==> src/rtl/core_n_pkg.sv <==
// Shared definitions for the core_n slice: opcode encodings, FSM state enum,
// flag bit positions and small decode helpers.
package core_n_pkg;

   localparam int unsigned INST_W = 16;
   localparam int unsigned REG_AW = 4;
   localparam int unsigned FLAG_W = 4;

   // Status register layout {C,Z,V,N}
   localparam int unsigned FLAG_C = 3;
   localparam int unsigned FLAG_Z = 2;
   localparam int unsigned FLAG_V = 1;
   localparam int unsigned FLAG_N = 0;

   localparam logic [3:0] OP_NOP  = 4'h0;
   localparam logic [3:0] OP_ADD  = 4'h1;
   localparam logic [3:0] OP_ADC  = 4'h2;
   localparam logic [3:0] OP_SUB  = 4'h3;
   localparam logic [3:0] OP_AND  = 4'h4;
   localparam logic [3:0] OP_OR   = 4'h5;
   localparam logic [3:0] OP_EOR  = 4'h6;
   localparam logic [3:0] OP_MOV  = 4'h7;
   localparam logic [3:0] OP_ANDI = 4'h8;
   localparam logic [3:0] OP_LDI  = 4'h9;

   typedef enum logic {
      ST_FETCH = 1'b0,
      ST_EXEC  = 1'b1
   } state_e;

   // Opcodes that write rd
   function automatic logic op_writes(input logic [3:0] op);
      return (op >= OP_ADD) && (op <= OP_LDI);
   endfunction

   // Opcodes whose inst[7:4] is a source register (not part of K)
   function automatic logic op_uses_rr(input logic [3:0] op);
      return (op >= OP_ADD) && (op <= OP_MOV);
   endfunction

endpackage

==> src/rtl/core_n_alu.sv <==
// Combinational ALU for core_n: result and next flag value per opcode.
// Ports: op (opcode), a (R[rd]), b (R[rr]), k (zero-extended immediate),
//        flags_in (current {C,Z,V,N}), res_c (result), flags_c (next flags).
module core_n_alu
   import core_n_pkg::*;
#(
   parameter int unsigned DW = 8
) (
   input  logic [3:0]        op,
   input  logic [DW-1:0]     a,
   input  logic [DW-1:0]     b,
   input  logic [DW-1:0]     k,
   input  logic [FLAG_W-1:0] flags_in,
   output logic [DW-1:0]     res_c,
   output logic [FLAG_W-1:0] flags_c
);

   localparam int unsigned SW = DW + 1;

   logic [SW-1:0] sum;
   logic          upd_arith;
   logic          upd_logic;

   always_comb begin
      sum       = '0;
      res_c     = '0;
      flags_c   = flags_in;
      upd_arith = 1'b0;
      upd_logic = 1'b0;

      case (op)
         OP_ADD:  begin sum = {1'b0, a} + {1'b0, b}; upd_arith = 1'b1; end
         OP_ADC:  begin sum = {1'b0, a} + {1'b0, b} + SW'(flags_in[FLAG_C]); upd_arith = 1'b1; end
         // Bit DW of the extended difference is the borrow (a < b unsigned)
         OP_SUB:  begin sum = {1'b0, a} - {1'b0, b}; upd_arith = 1'b1; end
         OP_AND:  begin res_c = a & b; upd_logic = 1'b1; end
         OP_OR:   begin res_c = a | b; upd_logic = 1'b1; end
         OP_EOR:  begin res_c = a ^ b; upd_logic = 1'b1; end
         OP_ANDI: begin res_c = a & k; upd_logic = 1'b1; end
         OP_MOV:  res_c = b;
         OP_LDI:  res_c = k;
         default: ;
      endcase

      if (upd_arith) begin
         res_c           = sum[DW-1:0];
         flags_c[FLAG_C] = sum[DW];
         // Overflow: operand signs (b inverted for SUB) agree but result sign differs
         if (op == OP_SUB)
            flags_c[FLAG_V] = (a[DW-1] != b[DW-1]) && (res_c[DW-1] != a[DW-1]);
         else
            flags_c[FLAG_V] = (a[DW-1] == b[DW-1]) && (res_c[DW-1] != a[DW-1]);
      end

      if (upd_logic)
         flags_c[FLAG_V] = 1'b0;

      if (upd_arith || upd_logic) begin
         flags_c[FLAG_Z] = (res_c == '0);
         flags_c[FLAG_N] = res_c[DW-1];
      end
   end

endmodule

==> src/rtl/core_n.sv <==
// core_n: two-cycle (FETCH/EXEC) register-machine core with NREG registers.
// Ports: clk, rst (sync, active-high); inst/inst_valid/inst_ready instruction
//        handshake; wb_valid/wb_addr/wb_data writeback taking effect at the next
//        edge; flags {C,Z,V,N}; illegal (sticky); dbg_addr/dbg_data register peek.
module core_n
   import core_n_pkg::*;
#(
   parameter int unsigned DW   = 8,
   parameter int unsigned NREG = 16
) (
   input  logic              clk,
   input  logic              rst,
   input  logic [15:0]       inst,
   input  logic              inst_valid,
   output logic              inst_ready,
   output logic              wb_valid,
   output logic [3:0]        wb_addr,
   output logic [DW-1:0]     wb_data,
   output logic [3:0]        flags,
   output logic              illegal,
   input  logic [3:0]        dbg_addr,
   output logic [DW-1:0]     dbg_data
);

   state_e              state_q, state_d;
   logic [INST_W-1:0]   ir_q, ir_d;
   logic [DW-1:0]       regs_q [NREG];
   logic [DW-1:0]       regs_d [NREG];
   logic [FLAG_W-1:0]   flags_q, flags_d;
   logic                illegal_q, illegal_d;

   logic [3:0]          op;
   logic [REG_AW-1:0]   rd;
   logic [REG_AW-1:0]   rr;
   logic [DW-1:0]       k_val;
   logic [DW-1:0]       rd_val;
   logic [DW-1:0]       rr_val;
   logic                ill;
   logic                in_exec;
   logic [DW-1:0]       alu_res;
   logic [FLAG_W-1:0]   alu_flags;

   assign op    = ir_q[15:12];
   assign rd    = ir_q[11:8];
   assign rr    = ir_q[7:4];
   assign k_val = DW'(ir_q[7:0]);

   assign in_exec = (state_q == ST_EXEC);

   // rr is only a register index for reg-reg ops; for ANDI/LDI those bits are K
   assign ill = (op > OP_LDI)
             || (op_writes(op)  && (32'(rd) >= NREG))
             || (op_uses_rr(op) && (32'(rr) >= NREG));

   // Register reads by comparison so out-of-range indices read as zero
   always_comb begin
      rd_val   = '0;
      rr_val   = '0;
      dbg_data = '0;
      for (int unsigned i = 0; i < NREG; i++) begin
         if (rd == REG_AW'(i))       rd_val   = regs_q[i];
         if (rr == REG_AW'(i))       rr_val   = regs_q[i];
         if (dbg_addr == REG_AW'(i)) dbg_data = regs_q[i];
      end
   end

   core_n_alu #(.DW(DW)) u_alu (
      .op       (op),
      .a        (rd_val),
      .b        (rr_val),
      .k        (k_val),
      .flags_in (flags_q),
      .res_c    (alu_res),
      .flags_c  (alu_flags)
   );

   // FSM state register
   always_ff @(posedge clk) begin
      if (rst) state_q <= ST_FETCH;
      else     state_q <= state_d;
   end

   // FSM next state
   always_comb begin
      state_d = state_q;
      case (state_q)
         ST_FETCH: if (inst_valid) state_d = ST_EXEC;
         ST_EXEC:  state_d = ST_FETCH;
         default:  state_d = ST_FETCH;
      endcase
   end

   // FSM outputs; rst masks wb_valid since the write will not happen
   always_comb begin
      inst_ready = 1'b0;
      wb_valid   = 1'b0;
      wb_addr    = '0;
      wb_data    = '0;
      case (state_q)
         ST_FETCH: inst_ready = 1'b1;
         ST_EXEC: begin
            wb_valid = op_writes(op) && !ill && !rst;
            wb_addr  = rd;
            wb_data  = alu_res;
         end
         default: ;
      endcase
   end

   // Datapath next state: IR capture, register writeback, flags, sticky illegal
   always_comb begin
      ir_d      = ir_q;
      regs_d    = regs_q;
      flags_d   = flags_q;
      illegal_d = illegal_q;

      if (inst_ready && inst_valid)
         ir_d = inst;

      if (wb_valid) begin
         for (int unsigned i = 0; i < NREG; i++)
            if (rd == REG_AW'(i)) regs_d[i] = alu_res;
      end

      if (in_exec) begin
         if (ill) illegal_d = 1'b1;
         else     flags_d   = alu_flags;
      end
   end

   // Datapath registers
   always_ff @(posedge clk) begin
      if (rst) begin
         ir_q      <= '0;
         flags_q   <= '0;
         illegal_q <= 1'b0;
         for (int unsigned i = 0; i < NREG; i++) regs_q[i] <= '0;
      end else begin
         ir_q      <= ir_d;
         flags_q   <= flags_d;
         illegal_q <= illegal_d;
         for (int unsigned i = 0; i < NREG; i++) regs_q[i] <= regs_d[i];
      end
   end

   assign flags   = flags_q;
   assign illegal = illegal_q;

endmodule

==> config.mk <==
export PLATFORM = sky130hd
export DESIGN_NAME = core_n
export DESIGN_NICKNAME = d
export VERILOG_FILES = /design/src/rtl/core_n_pkg.sv /design/src/rtl/core_n_alu.sv /design/src/rtl/core_n.sv
export SDC_FILE = /design/constraint.sdc
export NUM_CORES = 1
export LEC_CHECK = 0
export BUFFER_PORTS_ARGS = -buffer_cell sky130_fd_sc_hd__buf_2
export CAP_MARGIN = 10
export CORE_ASPECT_RATIO = 1.2
export CORE_MARGIN = 4
export CORE_UTILIZATION = 55
export CTS_CLUSTER_SIZE = 28
export DETAILED_ROUTE_END_ITERATION = 10
export PLACE_DENSITY = 0.72
export SETUP_SLACK_MARGIN = 0.5
export SLEW_MARGIN = 20
export SYNTH_ARGS = -nofsm -noshare
export SYNTH_HDL_FRONTEND = slang
export SYNTH_SLANG_ARGS = --single-unit
==> constraint.sdc <==
create_clock -name clk -period 5.65 [get_ports clk]
set_clock_uncertainty 0.2 [all_clocks]
set_input_delay 0.565 -clock clk [delete_from_list [all_inputs] [get_ports clk]]
set_output_delay 0.565 -clock clk [all_outputs]
set_load 0.005 [all_outputs]
# After elaboration in Yosys (flattened, before gate mapping)
# Cells that the tools add are included.
dict set report classes {
  n_mux 62
  reduce_logical 36
  add_sub_neg 3
  eq_ne 57
  magnitude_cmp 3
  bitwise 6
}
# op n
set ops {}
lappend ops {{$mux 8} 50}
lappend ops {{$eq 4x4->1 const B} 26}
lappend ops {{$eq 4x3->1 const B} 16}
lappend ops {{$pmux 8 s6} 1}
lappend ops {{$reduce_and 2->1} 17}
lappend ops {{$eq 4x2->1 const B} 8}
lappend ops {{$pmux 9 s3} 1}
lappend ops {{$and 8x8->8} 2}
lappend ops {{$eq 4x1->1 const B} 4}
lappend ops {{$logic_not 4->1} 3}
lappend ops {{$add 8x8->9} 1}
lappend ops {{$add 9x1->9} 1}
lappend ops {{$reduce_and 3->1} 3}
lappend ops {{$sub 8x8->9} 1}
lappend ops {{$logic_not 8->1} 1}
lappend ops {{$mux 1} 8}
lappend ops {{$or 8x8->8} 1}
lappend ops {{$xor 8x8->8} 1}
lappend ops {{$logic_and 1x1->1} 6}
lappend ops {{$ge 4x1->1 const B} 1}
lappend ops {{$gt 4x4->1 const B} 1}
lappend ops {{$le 4x4->1 const B} 1}
lappend ops {{$mux 4} 1}
lappend ops {{$reduce_or 4->1} 1}
lappend ops {{8 further kinds} 11}
dict set report totals {
  ff_bits 150
  output_inout_bits 27
  inputBits 23
  wordCells 189
}

# Logic depth before layout (Yosys ltp)
dict set report depth {
  word_depth 25
  depth_mapped 20
  mapped_depth_nobuf 17
}

# Cells and area by module
# A second synthesis with hierarchy kept.
dict set report unflattened {
  cells_unflattened 1367
  hier_area_um2 11482.3
}
# module area_each_um2 instances cells_each
set by_module_without_submodules {}
lappend by_module_without_submodules {core_n 9486.6 1 1090}
lappend by_module_without_submodules {core_n_alu 1995.7 1 277}

# Worst setup path after synthesis
# No wires, ideal clock.
dict set report synth_timing {
  path_kind {register to output}
  from {reg ir_q[10]}
  to {out wb_data[7]}
  required_time_ps 4885
  stages_incl_launch_ff 18
  slack_ps 902
  arrival_ps 3983
  path_cell_list {dfxtp_1 buf_2 buf_2 buf_2 buf_1 mux4_2 ha_1 inv_1 fa_1 nand2b_1 a21o_1 a2111oi_2 nand3_1 nand3_1 nand4_1 a211oi_2 buf_2 nor2_1}
}
dict set report synth_between {
  elab_chain_len 22
  word_cells_on_any_way 43
}
# item line
set synth_lines {}
lappend synth_lines {{start, declared} core_n.sv:26} ;# logic [INST_W-1:0] ir_q, ir_d;
lappend synth_lines {{start signal, assigned} core_n.sv:139} ;# ir_q <= ir_d;
lappend synth_lines {{$logic_not 4->1} core_n.sv:61} ;# if (rd == REG_AW'(i)) rd_val = regs_q[i];
lappend synth_lines {{$mux 8 (15 in series)} core_n.sv:61}
lappend synth_lines {{$mux 8 (*)} core_n.sv:61}
lappend synth_lines {{$add 8x8->9} {core_n_alu.sv:32, core_n_alu.sv:33}}
lappend synth_lines {{$add 9x1->9} core_n_alu.sv:33} ;# OP_ADC: begin sum = {1'b0, a} + {1'b0, b} + SW'(flags_in[FLAG_C]); upd_arith = 1'b1; end
lappend synth_lines {{$pmux 9 s3} core_n_alu.sv:31} ;# case (op)
lappend synth_lines {{$mux 8 (*)} core_n_alu.sv:45} ;# if (upd_arith) begin
lappend synth_lines {{$mux 8 (*)} core_n.sv:99} ;# case (state_q)
lappend synth_lines {{end, declared} core_n.sv:18} ;# output logic [DW-1:0] wb_data,
# Mark *: on every way between the ends. The rest lies on a longest branch, timed or not.

# Worst setup path in the final report
dict set report layout_timing {
  from {reg ir_q[5]}
  to {out wb_data[2]}
}
dict set report layout_between {
  elab_chain_len 22
  word_cells_on_any_way 42
}
# item line
set layout_lines {}
lappend layout_lines {{$logic_not 4->1} core_n.sv:62} ;# if (rr == REG_AW'(i)) rr_val = regs_q[i];
lappend layout_lines {{$mux 8 (15 in series)} core_n.sv:62}
lappend layout_lines {{$mux 8 (*)} core_n.sv:62}
lappend layout_lines {{$add 8x8->9} {core_n_alu.sv:32, core_n_alu.sv:33}}
lappend layout_lines {{$add 9x1->9} core_n_alu.sv:33}
lappend layout_lines {{$pmux 9 s3} core_n_alu.sv:31}
lappend layout_lines {{$mux 8 (*)} core_n_alu.sv:45}
lappend layout_lines {{$mux 8 (*)} core_n.sv:99}
# Marks and branches as above.

==> run metrics <==
row count=56; total CTS buffers=17; global placer's final weighted congestion=1.11; Die ar.=0.0226 mm2; largest net degree at the start of global routing=97; arrival time of the worst setup path=4.57 ns; die width=138 um; area of the mapped netlist=0.0111 mm2; vias in the first global route=11,900; IR Drop Worst-Case VDD=0.000206 V; number of buffers inserted by hold repair at cts=0; Critical Path Sink Type=output pin; minimum clock period=5.33 ns; initial drt markers=1,528; first-pass GRT wire length=71,400 um; maximum buffer depth of the clock tree=2; ys async rst share=0%; post-synth cell types=87; height of the die=164 um; max-slew violation count=0; initial antenna violation count=0; core area=0.0198 mm2; Clk Tree Root Cell=clkbuf_16; Fin Setup TNS=0 ns; worst path cell trace=buf_12 -> mux2i_1 -> o2bb2ai_1 -> a222oi_1 -> a21oi_1 -> o22a_2 -> inv_2 -> fa_2 -> buf_6 -> inv_4 -> ha_4 -> xnor2_4 -> o21ai_2 -> a221oi_2 -> nor2_1 -> a211o_1 -> a31oi_4 -> buf_12 -> nor2_1 -> buf_2; Mapped Nets=1,481; Critical Path Sink=wb_data[2]; most common cell after layout, fill and taps aside=o21ai_0; I/O Buffers=49; Cells after DPL=1,685; P_int=0.00198 W; Least-Margin Pin Slew=1.06 ns; vias after detailed routing=12,500; layout cells sized above 1=24.7%; Crit-path slowest cell=dfxtp_4; path depth of the worst reg2reg path=23; Worst path depth=20; Reg power frac=37.4%; clk sinks=150; H-tree levels=4; RSZ-0062 raised after global routing=yes; vias per cell=7.08; Clock Pin Slew Worst Setup and Hold Paths=0.07 ns; CP required=4.89 ns; power share of the combinational group=20.9%; Detailed Routing Iterations Pass 1=9; worst-skew pair later-pin latency=0.44 ns; prevailing post-synth register cell=dfxtp_1; Top Ports=50; post-DP HPWL=34,000 um; EDFF count, synth=0; most frequent cells in the layout=o21ai_0 (146), dfxtp_1 (143), nand3_1 (121); Synth Area per Inst=7.79 um2; switching part of the total power=32.4%; wire per inst=27.3 um; P_sw=0.000946 W; setup slack after layout=0.317 ns; WL final=48,100 um; CTS tree=done; max-cap violations=0; clock power share=41.7%; final hold vios=0; total power=0.00292 W; CP startpoint=ir_q[5]; largest fanout on the critical path=8; Slew HR=28.8%; Antenna Violating Nets Remaining=0; # DRC=0; Worst Path Class, Setup=reg2out; Finished Layout Cells=1,764; Tot GR Track Use=42.4%; CP Launch Type=flop; final net count=1,542; sequential cell area fraction in the yosys report=27.0%; antenna diode count=0; post-place setup slack=0.225 ns; CP bufs+invs=6; PwrDens=219 mW/mm2; static leakage=4.79 nW; Yosys warning count=0; Setup-failing EPs final=0; period utilization=94.4%; gr ovfl total=0; reg-to-reg slack, setup=0.72 ns; #FFs+latches synth=150; Max Fclk=0.188 GHz; r2r endpoint=regs_q[114]; synth-to-layout area growth=19.6%; reg2reg start=ir_q[5]; status=finished clean; Hold Path Class=in2reg; Initial Util=56.4%; Worst path top cell family by delay=compound AO/OA/AOI/OAI gates; Critical Path Max Stage Delay=0.48 ns; Finished Core Util=67.4%; Mapped Cells=1,430
[cell usage after synthesis, types with 10 or more instances]
| cell type | instances | area [um2] |
|---|---|---|
| a211oi_1 | 13 | 97.6 |
| a21o_1 | 10 | 75.1 |
| a21oi_1 | 84 | 420 |
| a221oi_1 | 15 | 131 |
| a22oi_1 | 17 | 128 |
| a31o_2 | 24 | 210 |
| a31oi_1 | 14 | 87.6 |
| and2_1 | 15 | 93.8 |
| and3_1 | 11 | 68.8 |
| buf_1 | 11 | 41.3 |
| buf_2 | 38 | 190 |
| clkbuf_1 | 72 | 270 |
| dfxtp_1 | 150 | 3000 |
| ha_1 | 26 | 325 |
| inv_1 | 46 | 173 |
| mux2_2 | 25 | 282 |
| mux2i_1 | 34 | 340 |
| mux4_2 | 27 | 608 |
| nand2_1 | 119 | 447 |
| nand2b_1 | 33 | 206 |
| nand3_1 | 122 | 611 |
| nor2_1 | 87 | 327 |
| nor2b_1 | 52 | 325 |
| nor3_1 | 24 | 120 |
| nor3b_1 | 13 | 97.6 |
| o21ai_0 | 152 | 761 |
| o221ai_1 | 16 | 140 |
| o22ai_1 | 10 | 62.6 |
| xnor2_1 | 10 | 87.6 |
[metal layers]
metal / GRT usage, % / vias to the layer above / share of wire (%)
li1: - / 5412 / -
met1: 49.5 / 5845 / 35
met2: 66.0 / 913 / 44
met3: 10.3 / 320 / 10
met4: 33.1 / 0 / 10
met5: 0 / - / 0
[what timing repair did]
action | in CTS | in global routing
pin swaps | 21 | 19
gates resized for setup | 99 | 29
setup endpoints to repair | 46 | 6
buffers inserted | 35 | 13
[worst register-to-register path: cells and delay by family (launching register included)]
family	cells	cell delay (ns)
compound gates	9	1.93
fa+ha+maj	2	0.63
xor+xnor	1	0.12
flops	1	0.48
mux	1	0.21
buf+inv	9	1.13
simple gates	1	0.09
[stage by stage]
stage | hold WS [ns] | instance area (um2)
floorplan | 0.242 | 11100
global placement | 0.233 | 11800
detailed placement | 0.236 | 11800
CTS | 0.152 | 13000
global route | 0.167 | 13300
finish | 0.156 | 13300
[power groups by stage]
stage / combinational (W) / clock [W] / sequential, W
CTS: 0.000559 / 0.00122 / 0.00109
global placement: 0.000490 / 0 / 0.00112
global route: 0.000641 / 0.00127 / 0.00109
detailed placement: 0.000488 / 0 / 0.00112
floorplan: 0.000339 / 0 / 0.00110
finish: 0.000611 / 0.00122 / 0.00109
[registers in the layout (all words and copies together) (netlist names)]
name and cells:
illegal 1, flags 4, regs_q 128, ir_q 16, in_exec 1
[layout make-up]
type                            instances  area, um2
Timing Repair Buffer                  167       1280
Multi-Input combinational cell       1108       7880
Inverter                               47        195
Clock buffer                           17        425
Clock inverter                         14        184
Sequential cell                       150       3030
Tap cell                              261        327
Fill cell                            1706       6440
[cells by family (layout without fill, tap and decap cells)]
logic type,Yosys count,count (layout),share of synthesized area (%)
DFF,150,150,27.0
xor gates and xnor gates,11,11,0.865
AOI/OAI and AO/OA,453,453,27.0
and+or+nand+nor,530,530,24.5
buffers and inverters,172,245,6.39
adders and majority gates,28,28,3.28
muxes,86,86,11.0
[how the worst min path moves through the flow]
stage / startpoint / end / cells after the start
4_1_cts: inst[14] / ir_q[14] / 3
6_report: inst[15] / ir_q[15] / 3
2_1_floorplan: illegal / illegal / 2
3_3_place_gp: illegal / illegal / 2
5_1_grt: inst[13] / ir_q[13] / 3
3_5_place_dp: illegal / illegal / 2
(Power assumes the default switching activity.)
